===== config.mk =====
export PLATFORM = sky130hd
export DESIGN_NAME = if_fetch_resp
export DESIGN_NICKNAME = d
export VERILOG_FILES = /design/src/rtl/if_fetch_resp_pkg.sv /design/src/rtl/if_fetch_resp_reg.sv /design/src/rtl/if_fetch_resp.sv
export SDC_FILE = /design/constraint.sdc
export NUM_CORES = 1
export LEC_CHECK = 0
export ABC_AREA = 1
export CORE_AREA = 2 2 118 120
export DETAILED_ROUTE_END_ITERATION = 6
export DIE_AREA = 0 0 120 122
export GPL_TIMING_DRIVEN = 0
export PLACE_DENSITY = 0.91
export SYNTH_ARGS = -nofsm -noshare
export SYNTH_HDL_FRONTEND = slang
export SYNTH_SLANG_ARGS = --single-unit

===== constraint.sdc =====
create_clock -name clk -period 7.8 [get_ports clk]
set_clock_uncertainty 0.15 [all_clocks]
set_input_delay 2.34 -clock clk [delete_from_list [all_inputs] [get_ports clk]]
set_output_delay 2.34 -clock clk [all_outputs]
set_load 0.05 [all_outputs]

===== src/rtl/if_fetch_resp_pkg.sv =====
// Shared configuration for the IF fetch responder: widths, FSM encodings,
// the zero instruction used on faults, and the 64-bit lane selector.
package if_fetch_resp_pkg;

    localparam int P_XLEN   = 64;
    localparam int P_DATA_W = 64;
    localparam int P_INST_W = 32;

    // FSM encodings, kept as plain 2-bit constants for legacy consumers
    localparam logic [1:0] ST_IDLE = 2'd0;
    localparam logic [1:0] ST_REQ  = 2'd1;
    localparam logic [1:0] ST_WAIT = 2'd2;
    localparam logic [1:0] ST_HOLD = 2'd3;

    // Instruction value presented alongside any access fault
    localparam logic [P_INST_W-1:0] INST_ZERO = '0;

    // Pick the 32-bit instruction out of an 8-byte beat using pc[2]
    function automatic logic [P_INST_W-1:0] lane_sel(input logic sel_hi,
                                                     input logic [P_DATA_W-1:0] data);
        return sel_hi ? data[63:32] : data[31:0];
    endfunction

endpackage


===== src/rtl/if_fetch_resp_reg.sv =====
// Enabled register with asynchronous active-high reset to RESET_VAL.
// Holds the captured PC, instruction and fault of the fetch responder.
module if_fetch_resp_reg #(
    parameter int             W         = 1,
    parameter logic [W-1:0]   RESET_VAL = '0
) (
    input  logic         clk,
    input  logic         rst,
    input  logic         en_i,
    input  logic [W-1:0] d_i,
    output logic [W-1:0] q_o
);

    // Load d_i when enabled, otherwise hold
    always_ff @(posedge clk or posedge rst) begin
        if (rst) begin
            q_o <= RESET_VAL;
        end else if (en_i) begin
            q_o <= d_i;
        end
    end

endmodule


===== src/rtl/if_fetch_resp.sv =====
// IF-stage fetch responder: captures the requested PC, performs one memory
// read (address then data handshake), selects the instruction lane and holds
// {inst, pc, valid, fault} for the IF/ID boundary.
// Optional macro FETCH_BYPASS_EN: forwards an unstalled read beat straight to
// the outputs in the same cycle, skipping HOLD.
//
// Handshakes: a transfer happens on a clock edge where valid and ready are both
// high; mem_ar_valid_o and mem_ar_addr_o stay stable until mem_ar_ready_i, and
// a flush never retracts an address already offered (the beat is dropped later).
module if_fetch_resp
    import if_fetch_resp_pkg::*;
#(
    parameter int XLEN   = P_XLEN,
    parameter int DATA_W = P_DATA_W,
    parameter int INST_W = P_INST_W
) (
    input  logic              clk,
    input  logic              rst,
    input  logic              read_req_i,
    input  logic [XLEN-1:0]   pc_next_i,
    input  logic              stall_i,
    input  logic              flush_i,
    output logic              mem_ar_valid_o,
    input  logic              mem_ar_ready_i,
    output logic [XLEN-1:0]   mem_ar_addr_o,
    input  logic              mem_r_valid_i,
    output logic              mem_r_ready_o,
    input  logic [DATA_W-1:0] mem_r_data_i,
    input  logic              mem_r_err_i,
    output logic [INST_W-1:0] inst_o,
    output logic [XLEN-1:0]   inst_pc_o,
    output logic              inst_valid_o,
    output logic              inst_fault_o,
    output logic              stall_req_o,
    output logic [1:0]        dbg_state_o
);

    logic [1:0]        r_state;
    logic [1:0]        w_state_d;
    logic              r_drop;
    logic              w_drop_d;
    logic              w_capture;
    logic              w_pc_en;
    logic [XLEN-1:0]   r_pc;
    logic              w_inst_en;
    logic [INST_W-1:0] w_inst_d;
    logic [INST_W-1:0] r_inst;
    logic              w_fault_d;
    logic              r_fault;
    logic              w_bypass;
    logic              w_take;
    logic              w_misal;
    logic [INST_W-1:0] w_beat_inst;

    assign w_take      = read_req_i & ~stall_i & ~flush_i;
    assign w_misal     = |pc_next_i[1:0];
    // A bus error returns the zero instruction, never the erroneous data
    assign w_beat_inst = mem_r_err_i ? INST_ZERO : lane_sel(r_pc[2], mem_r_data_i);

    // Next-state, drop flag and register-load decisions
    always_comb begin
        w_state_d = r_state;
        w_drop_d  = r_drop;
        w_capture = 1'b0;
        w_pc_en   = 1'b0;
        w_inst_en = 1'b0;
        w_inst_d  = w_beat_inst;
        w_fault_d = mem_r_err_i;
        w_bypass  = 1'b0;
        case (r_state)
            ST_IDLE: begin
                w_capture = w_take;
            end
            ST_REQ: begin
                if (flush_i) w_drop_d = 1'b1;
                if (mem_ar_ready_i) w_state_d = ST_WAIT;
            end
            ST_WAIT: begin
                if (mem_r_valid_i) begin
                    if (r_drop | flush_i) begin
                        w_drop_d  = 1'b0;
                        w_state_d = ST_IDLE;
                    end
`ifdef FETCH_BYPASS_EN
                    else if (!stall_i) begin
                        w_bypass  = 1'b1;
                        w_state_d = ST_IDLE;
                        w_capture = read_req_i;
                    end
`endif
                    else begin
                        w_inst_en = 1'b1;
                        w_state_d = ST_HOLD;
                    end
                end else if (flush_i) begin
                    w_drop_d = 1'b1;
                end
            end
            default: begin // ST_HOLD
                if (flush_i) begin
                    w_state_d = ST_IDLE;
                end else if (!stall_i) begin
                    w_state_d = ST_IDLE;
                    w_capture = read_req_i;
                end
            end
        endcase
        // New PC accepted: aligned goes to the bus, misaligned faults locally
        if (w_capture) begin
            w_pc_en = 1'b1;
            if (w_misal) begin
                w_inst_en = 1'b1;
                w_inst_d  = INST_ZERO;
                w_fault_d = 1'b1;
                w_state_d = ST_HOLD;
            end else begin
                w_state_d = ST_REQ;
            end
        end
    end

    // FSM state and pending-drop flag
    always_ff @(posedge clk or posedge rst) begin
        if (rst) begin
            r_state <= ST_IDLE;
            r_drop  <= 1'b0;
        end else begin
            r_state <= w_state_d;
            r_drop  <= w_drop_d;
        end
    end

    if_fetch_resp_reg #(.W(XLEN), .RESET_VAL('0)) u_pc_reg (
        .clk(clk), .rst(rst), .en_i(w_pc_en), .d_i(pc_next_i), .q_o(r_pc)
    );

    if_fetch_resp_reg #(.W(INST_W), .RESET_VAL('0)) u_inst_reg (
        .clk(clk), .rst(rst), .en_i(w_inst_en), .d_i(w_inst_d), .q_o(r_inst)
    );

    if_fetch_resp_reg #(.W(1), .RESET_VAL(1'b0)) u_fault_reg (
        .clk(clk), .rst(rst), .en_i(w_inst_en), .d_i(w_fault_d), .q_o(r_fault)
    );

    assign mem_ar_valid_o = (r_state == ST_REQ);
    assign mem_ar_addr_o  = {r_pc[XLEN-1:3], 3'b000};
    assign mem_r_ready_o  = (r_state == ST_WAIT);
    assign stall_req_o    = (r_state == ST_REQ) | (r_state == ST_WAIT);
    assign inst_valid_o   = (r_state == ST_HOLD) | w_bypass;
    assign inst_o         = w_bypass ? w_beat_inst : r_inst;
    assign inst_fault_o   = w_bypass ? mem_r_err_i : ((r_state == ST_HOLD) & r_fault);
    assign inst_pc_o      = r_pc;
    assign dbg_state_o    = r_state;

endmodule

### Word-level counts from Yosys, hierarchy flattened

Index checks and enable logic that the tools add are counted.

| operators by class | value |
|---|---|
| $add $sub $neg | 0 |
| $mul | 0 |
| div/mod/pow operators | 0 |
| order comparisons | 0 |
| equal/unequal tests | 8 |
| shifts and indexed selects | 0 |
| mux-type cells | 27 |
| bitwise gates (word level) | 7 |
| reductions and logical operators | 6 |

Operator list:

| operator | number |
|---|---|
| $mux W32 | 4 |
| $mux W2 | 7 |
| $mux W1 | 13 |
| $ne A3 B2 Y1 const B | 2 |
| $pmux W2 S3 | 1 |
| $ne A5 B1 Y1 const B | 1 |
| $eq A2 B2 Y1 const B | 2 |
| $pmux W1 S2 | 2 |
| $reduce_and A4 Y1 | 1 |
| $reduce_or A2 Y1 | 2 |
| $and A1 B1 Y1 | 3 |
| $ne A3 B1 Y1 const B | 1 |
| $eq A2 B1 Y1 const B | 1 |
| $logic_not A2 Y1 | 1 |
| $ne A2 B2 Y1 const B | 1 |
| $not A1 Y1 | 2 |
| $or A1 B1 Y1 | 2 |
| $reduce_and A2 Y1 | 1 |
| $reduce_bool A2 Y1 | 1 |

| storage, ports and cells | value |
|---|---|
| register bits | 100 |
| latch bits | 0 |
| bits in writable memories | 0 |
| memory bits (read-only) | 0 |
| memories | 0 |

### Depth between registers and ports, before layout

Gate-level depths: netlist of run 1.

| logic depth | value |
|---|---|
| word-level depth | 6 |
| depth in mapped cells | 10 |

### Cells and area by module

From an unflattened synthesis of run 1, not the netlist that was laid out.

| unflattened totals | value |
|---|---|
| cells, all modules | 633 |
| area, all modules | 5225.0 um^2 |

Modules (own cells, without submodules):

| module | instances | cells an instance | area an instance (um^2) | sequential area each (um^2) |
|---|---|---|---|---|
| if_fetch_resp_reg (u_pc_reg) | 1 | 271 | 2449.8 | 1601.5 |
| if_fetch_resp | 1 | 219 | 1435.1 | 75.1 |
| if_fetch_resp_reg (u_inst_reg) | 1 | 137 | 1296.2 | 800.8 |
| if_fetch_resp_reg (u_fault_reg) | 1 | 6 | 43.8 | 25.0 |

### Worst setup path before layout of run 1

Ideal clock, no wire load.

| timing | value |
|---|---|
| path kind | register to output |
| start point | reg r_state[1] (netlist: dbg_state_o[1]) |
| end point | out inst_fault_o |
| data arrival time | 1.672 ns |
| data required time | 5.310 ns |
| setup slack | 3.638 ns |
| cell stages (with the launch flop) | 4 |
| path buffers | 0 |
| cells stage by stage | dfrtp_1 -> ha_1 -> nand2_1 -> inv_1 |

| between the ends | value |
|---|---|
| longest elaborated chain between the ends | 2 |

Ends and longest elaborated chain:

| item | RTL line | text |
|---|---|---|
| start: declaration | if_fetch_resp.sv:38 | `logic [1:0] r_state;` |
| start signal: assignment | if_fetch_resp.sv:128 | `r_state <= w_state_d;` |
| $eq A2 B2 Y1 | -- |  |
| via inst_valid_o | if_fetch_resp.sv:32 | `output logic inst_valid_o,` |
| $and A1 B1 Y1 | if_fetch_resp.sv:151 | `assign inst_fault_o = w_bypass ? mem_r_err_i : ((r_state == ST_HOLD) & r_fault);` |
| end: declaration | if_fetch_resp.sv:33 | `output logic inst_fault_o,` |

The timed path passes the listed nets, and every way through them passes these cells.

### Worst setup path after layout of run 1

| timing | value |
|---|---|
| start point | reg r_state[0] (netlist: dbg_state_o[0]) |
| end point | out stall_req_o |

| between the ends | value |
|---|---|
| longest elaborated chain between the ends | 2 |
| elaborated cells between the ends (all ways) | 3 |

Ends and longest elaborated chain:

| item | RTL line | text |
|---|---|---|
| $eq A2 B1 Y1 / $eq A2 B2 Y1 (equally long branches) | if_fetch_resp.sv:148 | `assign stall_req_o = (r_state == ST_REQ) \| (r_state == ST_WAIT);` |
| $or A1 B1 Y1 (*) | if_fetch_resp.sv:148 |  |
| end: declaration | if_fetch_resp.sv:34 | `output logic stall_req_o,` |

Mark *: on every way between the ends. The rest lies on a longest branch, timed or not.

==> results of run 1 <==
cell usage after synthesis (all sizes together):
library cell	instances
a31o	1
inv	108
conb	1
nand4	1
buf	87
nand3	38
ha	4
clkbuf	7
nor2	7
dfrtp	100
o21ai	97
nand2	174
a21oi	3
per-layer routing:
metal	global-route usage, %	up-vias	share of wire, %
met5	0	-	0
li1	-	2464	-
met1	21.60	2278	37
met2	37.86	215	52
met3	5.758	35	8.1
met4	10.07	0	3.4
layout make-up:
cell class                      instances  share of cell area [%]
Timing Repair Buffer                  300                   34.92
Sequential cell                       100                   28.93
Multi-Input combinational cell        328                   17.19
Buffer                                 94                   7.855
Inverter                              108                   4.716
Clock buffer                            9                   2.604
Tap cell                              180                   2.604
Clock inverter                          5                   1.186
state kept, by name, indices dropped and copies added, names as in the netlist:
register and count:
u_pc_reg.q_o 64, u_inst_reg.q_o 32, dbg_state_o 2, r_drop 1, u_fault_reg.q_o 1
cell families (layout without fill, tap and decap cells):
family	after synthesis	count (layout)	synth area share (%)
flops	100	100	49.39
other cells	1	3	0.07402
fa+ha+maj	4	4	0.9879
buf+inv	202	516	21.41
simple gates	220	220	18.08
compound gates	101	101	10.05
how the worst max path moves through the flow:
| stage | to | startpoint | depth (start not counted) | slack [ns] |
|---|---|---|---|---|
| floorplan | dbg_state_o[0] | rst | 1 | 2.69 |
| global placement | u_pc_reg.q_o[58] | rst | 2 | 1.21 |
| detailed placement | stall_req_o | dbg_state_o[1] | 3 | 3.60 |
| CTS | stall_req_o | dbg_state_o[0] | 3 | 3.21 |
| global route | stall_req_o | dbg_state_o[0] | 3 | 3.16 |
| finish | stall_req_o | dbg_state_o[0] | 3 | 3.22 |
report_power, final:
group / internal, µW / switching [µW] / total, µW
Combinational: 936 / 1660 / 2600
Sequential: 705 / 169 / 874
Clock: 309 / 188 / 498
Total: 1950 / 2020 / 3970
stage by stage:
stage | util [%] | std cells | hold WS [ns]
final | 64.05 | 1124 | 0.3210
after global routing | 64.05 | 1124 | 0.3447
after CTS | 64.05 | 1124 | 0.3244
after detailed placement | 61.62 | 1110 | 0.3082
after global placement | 61.40 | 1109 | 0.3025
after floorplan | - | 630 | 0.2922
worst min-delay path, stage by stage (launching register included):
cell and delay (ns):
dfrtp_1 0.34, nand2_1 0.05, nand2_1 0.05
cells in the final DEF (no fill, tap or decap):
master           netlist  routed
nand3_4                1       1
dfrtp_1              100     100
nor2_4                 2       2
clkdlybuf4s50_1        0     299
inv_2                  1       1
clkinvlp_4             0       1
buf_6                  8       8
inv_1                107     106
buf_4                 67      67
nand3_1               36      36
clkbuf_16              0       9
clkbuf_1               7       7
bufinv_16              0       3
nand2_1              174     174
nor2_2                 3       3
a31o_2                 1       1
buf_2                 12      12
clkinv_2               0       1
ha_1                   4       4
a21oi_1                3       3
o21ai_1               26      26
buf_16                 0       1
nand4_1                1       1
conb_1                 1       3
nor2_1                 2       2
inv_4                  0       1
nand3_2                1       1
o21ai_0               71      71
==> flow_summary.ini, run 1 <==
[run_status]
status = finished, final reports clean

[place]
numPortBuffers = 299
pre_cts_ws_ns = 3.603
place_congestion = 0.8388
place_area_um2 = 8322
dp_hpwl_mm = 12.54

[grt]
antenna_found_initial = 0
grt_pass1_vias = 4711
grt_max_degree = 60
grtUsageTotal_pct = 20.60
grt_pass1_wl_mm = 23.37
grt_overflow = 0

[synthesis]
synth_cell_types = 21
ys_top_cells_by_area = dfrtp_1 49%, nand2_1 13%, buf_4 9.9%, inv_1 7.9%, o21ai_0 7.0%
syn_area_um2 = 5066
synth_cells = 628
syn_avg_cell_area_um2 = 8.067
synthDominantAreaCellType = dfrtp_1
netlist.area_leader.share_pct = 49.39
ys_ff_latch = 100
ys_seq_area_share_pct = 49.39
synth_warnings = 0

[clock_tree]
clk_pin_slew_ns = 0.06
htreeDepth = 3
ctsResizeCount = 0
cts_root_buffer = clkbuf_16
cts_buffer_depth = 2
cts_tree = done
cts.sinks = 100
cts_setup_buffers = 0
insertion_delay_ns = 0.33
cts_made_buffers = 9
postCtsHoldBufs = 0

[detailed_routing]
vias_per_cell = 4.441
drt_iter0_markers = 203
num_vias = 4992
drt_pass1_iterations = 4
totalWireLength_mm = 15.40
wl_per_cell_um = 13.70
drc = 0
ant_nets = 0

[sta]
finalSetupViolations = 0
rsz0062_at_grt = no
setup_tns_ns = 0
period_needed_ns = 4.578
setup_ws_ns = 3.222
slew_headroom_pct = 62.86
tightestPinTransition_ns = 0.5554
report.final.slew_viol_count = 0
period_share_pct = 58.69
hold_viol = 0
clock.fmax_ghz = 0.2184

[setup_path]
worst-path-buf-inv = 2
end_kind = output port
rrSetupSlack_ns = 5.90
r2r.worst_path.cells = 8
crit_type = flip-flop to output port
critPathMaxFanout = 6
r2r_start = dbg_state_o[0]
start_kind = flip-flop
crit_required_ns = 5.31
cp_slowest_stage_delay_ns = 0.85
timing.rr.end = u_inst_reg.q_o[29]
crit_path_top_delay_cell = clkdlybuf4s50_1
crit_family = buffers and inverters
arrival_ns = 2.09
path_cells = inv_1, ha_1, clkdlybuf4s50_1

[finish]
antenna_cells = 0
layout-drive-gt1-share_pct = 11.86
multi_input_area_um2 = 1486
fillerInstances = 1095
area_growth_pct = 70.73
seqCellArea_um2 = 2502
fin_area_um2 = 8650
fin_nets = 1081

[power_and_ir_drop]
cellLeakagePower_uw = 0.004323
power_uw = 3970
peakVddDrop_mv = 0.2581
p_per_area_nw_per_um2 = 459.0

[worst_hold_path]
hold_class = flip-flop to flip-flop
hold_depth = 2
holdCritStartpoint = u_inst_reg.q_o[24]
hold_path_end = u_inst_reg.q_o[24]

[floorplan]
initial_core_util_pct = 37.52
fp.dieH_um = 122
core_area_um2 = 13500
io_pins = 303
die_w_um = 120
fp-row-count = 43
die_area_um2 = 14640

[flow_run]
drv_cap = 0
No activity file was read; power rests on OpenSTA's default activity.
==> inputs of run 2 (changes only) <==
CORE_AREA = default   (was 2 2 118 120)
CORE_UTILIZATION = 38   (was default)
DIE_AREA = default   (was 0 0 120 122)
clock period = 4.4 ns   (was 7.8 ns; I/O delays follow)
==> run 2 against run 1 <==
  * Worst hold slack worse by 0.0014 ns
  * Non-clock buffer count did not move
  * Final cell count fell by 0.53%
  * Routed wire length about the same
  * Via count rose by 0.36%
  * Critical path type unchanged
  * Largest power group unchanged
==> flow_summary.ini, run 2 (synthesized netlist as in run 1, its figures left out) <==
[place]
dp_cells = 1102
pre_cts_ws_ns = 1.205
numPortBuffers = 299
place_area_um2 = 8312
dp_hpwl_mm = 12.37
place_congestion = 0.8436

[detailed_routing]
totalWireLength_mm = 15.41
ant_nets = 0
vias_per_cell = 4.481
num_vias = 5010
drc = 0
wl_per_cell_um = 13.78
drt_iter0_markers = 264
drt_pass1_iterations = 4

[grt]
grt_pass1_vias = 4837
grtUsageTotal_pct = 22.52
antenna_found_initial = 0
grt_max_degree = 52
grt_pass1_wl_mm = 24.61
grt_overflow = 0

[finish]
fin_area_um2 = 8613
fin_nets = 1081
layout_common_cells = 299 x clkdlybuf4s50_1, 174 x nand2_1, 106 x inv_1
layout-drive-gt1-share_pct = 12.05
largest-register = u_pc_reg.q_o
fin_cells = 1118
area_growth_pct = 70.02
largest_register_ffs = 64
antenna_cells = 0
final_common_cell = clkdlybuf4s50_1

[sta]
hold_viol = 0
clock.fmax_ghz = 0.2809
tightestPinTransition_ns = 0.6333
setup_ws_ns = 0.8405
report.final.slew_viol_count = 0
period_needed_ns = 3.559
finalSetupViolations = 0
rsz0062_at_grt = no
holdWs_ns = 0.3196
slew_headroom_pct = 57.78
period_share_pct = 80.90

[clock_tree]
cts_buffer_depth = 2
postCtsHoldBufs = 0
cts_setup_buffers = 0
cts.sinks = 100
cts_made_buffers = 9
insertion_delay_ns = 0.33
clk_pin_slew_ns = 0.06
cts_tree = done
cts_root_buffer = clkbuf_16
htreeDepth = 3
ctsResizeCount = 0

[run_status]
status = finished, final reports clean

[floorplan]
die_w_um = 117.5
die_area_um2 = 13800
io_pins = 303
initial_core_util_pct = 39.50
core_area_um2 = 12820
fp-row-count = 41
fp.dieH_um = 117.5

[setup_path]
crit_type = flip-flop to output port
path_cells = inv_1, ha_1, clkdlybuf4s50_1
critPathMaxFanout = 6
r2r.worst_path.cells = 8
crit_required_ns = 2.93
cp_slowest_stage_delay_ns = 0.86
end_kind = output port
crit_path_top_delay_cell = clkdlybuf4s50_1
start_kind = flip-flop
arrival_ns = 2.09

[worst_hold_path]
hold_class = flip-flop to flip-flop
hold_depth = 2

[power_and_ir_drop]
power_uw = 6959
peakVddDrop_mv = 0.4933
cellLeakagePower_uw = 0.004318
p_per_area_nw_per_um2 = 807.9

[flow_run]
drv_cap = 0
[run 2: path summary, 6_finish.rpt]
check / end / startpoint / slack, ns
setup / recovery: stall_req_o / dbg_state_o[1] / 0.84
min in group asynchronous: u_pc_reg.q_o[15] / rst / 1.28
max in group asynchronous: u_pc_reg.q_o[57] / rst / 2.16
setup reg to reg: u_pc_reg.q_o[11] / dbg_state_o[0] / 2.49
hold reg to reg: u_inst_reg.q_o[0] / u_inst_reg.q_o[0] / 0.32
hold / removal: u_inst_reg.q_o[0] / u_inst_reg.q_o[0] / 0.32
[run 2: final cells by class]
type | instances | area (µm²)
clock buffers | 10 | 239.0
well taps | 172 | 215.2
fillers | 1032 | 4212
multi-input cells | 328 | 1486
flip-flops and latches | 100 | 2502
clock inverters | 6 | 62.56
plain buffers | 94 | 679.4
repair buffers | 300 | 3020
inverters | 108 | 407.9
[run 2: metrics by stage]
| step | TNS, ns | utilization [%] |
|---|---|---|
| after floorplan | 0 | - |
| after global placement | -116.82 | 64.58 |
| after detailed placement | 0 | 64.81 |
| after CTS | 0 | 67.16 |
| after global routing | 0 | 67.16 |
| final | 0 | 67.16 |
[run 2: where the power goes]
group,switching [µW],total [µW],internal (µW)
Sequential,310,1560,1250
Clock,341,797,457
Combinational,2940,4600,1660
[run 2: worst max-delay path: cells and delay by family (launching register included)]
kind / cells / cell delay (ns)
buffers and inverters: 2 / 0.95
adders and majority gates: 1 / 0.39
DFF: 1 / 0.42
[run 2: layer usage]
| layer | GRT usage [%] | share of wire (%) | vias to the layer above |
|---|---|---|---|
| li1 | - | - | 2470 |
| met1 | 24.33 | 38 | 2293 |
| met2 | 41.64 | 52 | 221 |
| met3 | 6.056 | 7.9 | 26 |
| met4 | 8.574 | 2.6 | 0 |
| met5 | 0 | 0 | - |
==> inputs of run 3 (changes only) <==
CORE_UTILIZATION = 34   (was 38)
PLACE_DENSITY = 0.87   (was 0.91)
clock period = 3.2 ns   (was 4.4 ns; I/O delays follow)
==> run 3 against run 2 <==
  * Clock power increased by 42%
  * Via count increased by 1.0%
  * Worst hold slack got worse by 0.00068 ns
  * Sequential share of layout area decreased by 0.16 points
  * Die area increased by 12%
  * Sequential power increased by 37%
  * Largest cell class unchanged
  * Utilization decreased by 7.6 points
  * Global-route usage decreased by 1.4 points
  * Final area increased by 0.55%
==> flow_summary.ini, run 3 (synthesized netlist as in run 1, its figures left out) <==
[setup_path]
cp_slowest_stage_delay_ns = 0.88
start_kind = flip-flop
crit_family = buffers and inverters
end_kind = output port
rrSetupSlack_ns = 1.32
critPathMaxFanout = 5
path_cells = inv_1, ha_1, clkdlybuf4s50_1
crit_type = flip-flop to output port
crit_required_ns = 2.09
arrival_ns = 1.94
crit_path_top_delay_cell = clkdlybuf4s50_1
worst-path-buf-inv = 2

[sta]
period_share_pct = 95.46
period_needed_ns = 3.055
tightestPinTransition_ns = 0.6579
report.final.slew_viol_count = 0
holdWs_ns = 0.3189
rsz0062_at_grt = no
finalSetupViolations = 0
clock.fmax_ghz = 0.3274
hold_viol = 0
slew_headroom_pct = 56.05

[detailed_routing]
drt_iter0_markers = 207
ant_nets = 0
num_vias = 5060
totalWireLength_mm = 16.15
vias_per_cell = 4.470
wl_per_cell_um = 14.27
drc = 0
drt_pass1_iterations = 4

[clock_tree]
cts_buffer_depth = 2
cts_tree = done
insertion_delay_ns = 0.34
cts_setup_buffers = 0
htreeDepth = 3
cts_root_buffer = clkbuf_16
cts.sinks = 100
postCtsHoldBufs = 0
cts_made_buffers = 9
clk_pin_slew_ns = 0.06

[power_and_ir_drop]
p_seq_share_pct = 22.3
p_switching_uw = 4935
p_int_uw = 4664
p_per_area_nw_per_um2 = 1108
power_uw = 9599
p_clk_share_pct = 11.8
p_sw_share_pct = 51.41
peakVddDrop_mv = 0.5210
cellLeakagePower_uw = 0.004354
pwr-share-comb_pct = 65.9

[finish]
fillerInstances = 1251
fin_cells = 1132
layout-drive-gt1-share_pct = 12.05
area_growth_pct = 70.96
fin_nets = 1082
final_common_cell = clkdlybuf4s50_1
layout_common_cells = 296 x clkdlybuf4s50_1, 174 x nand2_1, 106 x inv_1
multi_input_area_um2 = 1486
seqCellArea_um2 = 2502
largest_register_ffs = 64
largest-register = u_pc_reg.q_o

[worst_hold_path]
hold_class = flip-flop to flip-flop

[floorplan]
io_pins = 303
die_w_um = 124.1
core_area_um2 = 14530
initial_core_util_pct = 34.86
fp-row-count = 44
fp.dieH_um = 124.1
die_area_um2 = 15390

[grt]
grtUsageTotal_pct = 21.07
grt_overflow = 0
grt_pass1_wl_mm = 23.99
grt_pass1_vias = 4793
antenna_found_initial = 0
grt_max_degree = 42

[place]
dp_cells = 1115
place_congestion = 0.8836
dp_hpwl_mm = 13.31
numPortBuffers = 299

[flow_run]
drv_cap = 0

[run_status]
status = finished, final reports clean
[run 3: final timing paths]
kind | startpoint | to | cells after the start
min reg2reg | u_inst_reg.q_o[17] | u_inst_reg.q_o[17] | 2
min | u_inst_reg.q_o[17] | u_inst_reg.q_o[17] | 2
max | dbg_state_o[1] | mem_ar_valid_o | 3
max in group asynchronous | rst | u_pc_reg.q_o[51] | 3
max reg2reg | dbg_state_o[1] | u_inst_reg.q_o[25] | 7
min in group asynchronous | rst | u_pc_reg.q_o[10] | 2
[run 3: power by group through the flow]
stage          registers [µW]  clock network [µW]  logic, µW
2_1_floorplan            3620                   0       2710
3_3_place_gp             2140                   0       6270
3_5_place_dp             2170                   0       6370
4_1_cts                  2140                1160       6370
5_1_grt                  2200                1210       6680
6_report                 2140                1130       6330
[run 3: cell type report]
class,instances,share of cell area (%)
repair buffers,301,35.06
flip-flops and latches,100,28.89
multi-input cells,328,17.16
plain buffers,94,7.845
inverters,108,4.724
clock buffers,12,3.077
well taps,184,2.658
clock inverters,3,0.5201
diodes,2,0.05779
[run 3: per-stage QoR]
step / util [%] / setup TNS [ns] / worst slack, ns / cell area [µm²]
2_1_floorplan: - / 0 / 0.4179 / 5077
3_3_place_gp: 57.11 / -13.61 / -0.1467 / 8300
3_5_place_dp: 57.39 / 0 / 0.3511 / 8341
4_1_cts: 59.52 / 0 / 0.02346 / 8651
5_1_grt: 59.56 / 0 / 0.01799 / 8656
6_report: 59.59 / 0 / 0.1454 / 8661
[run 3: tightest hold or removal path, cell delays in order, from the launching register on]
cell     delay, ns
dfrtp_1       0.34
nand2_1       0.05
nand2_1       0.04
[run 3: what timing repair did]
item / in CTS / in global routing
cloned: 0 / 0
resized for setup: 1 / 2
endpoints found under the setup margin: 1 / 2
[run 3: layer usage]
layer	track usage (%)	up-vias	wire length, µm
li1	-	2481	-
met2	39.26	233	8657
met3	5.678	31	1411
met4	11.68	0	529
met1	20.97	2315	5551
met5	0	-	0
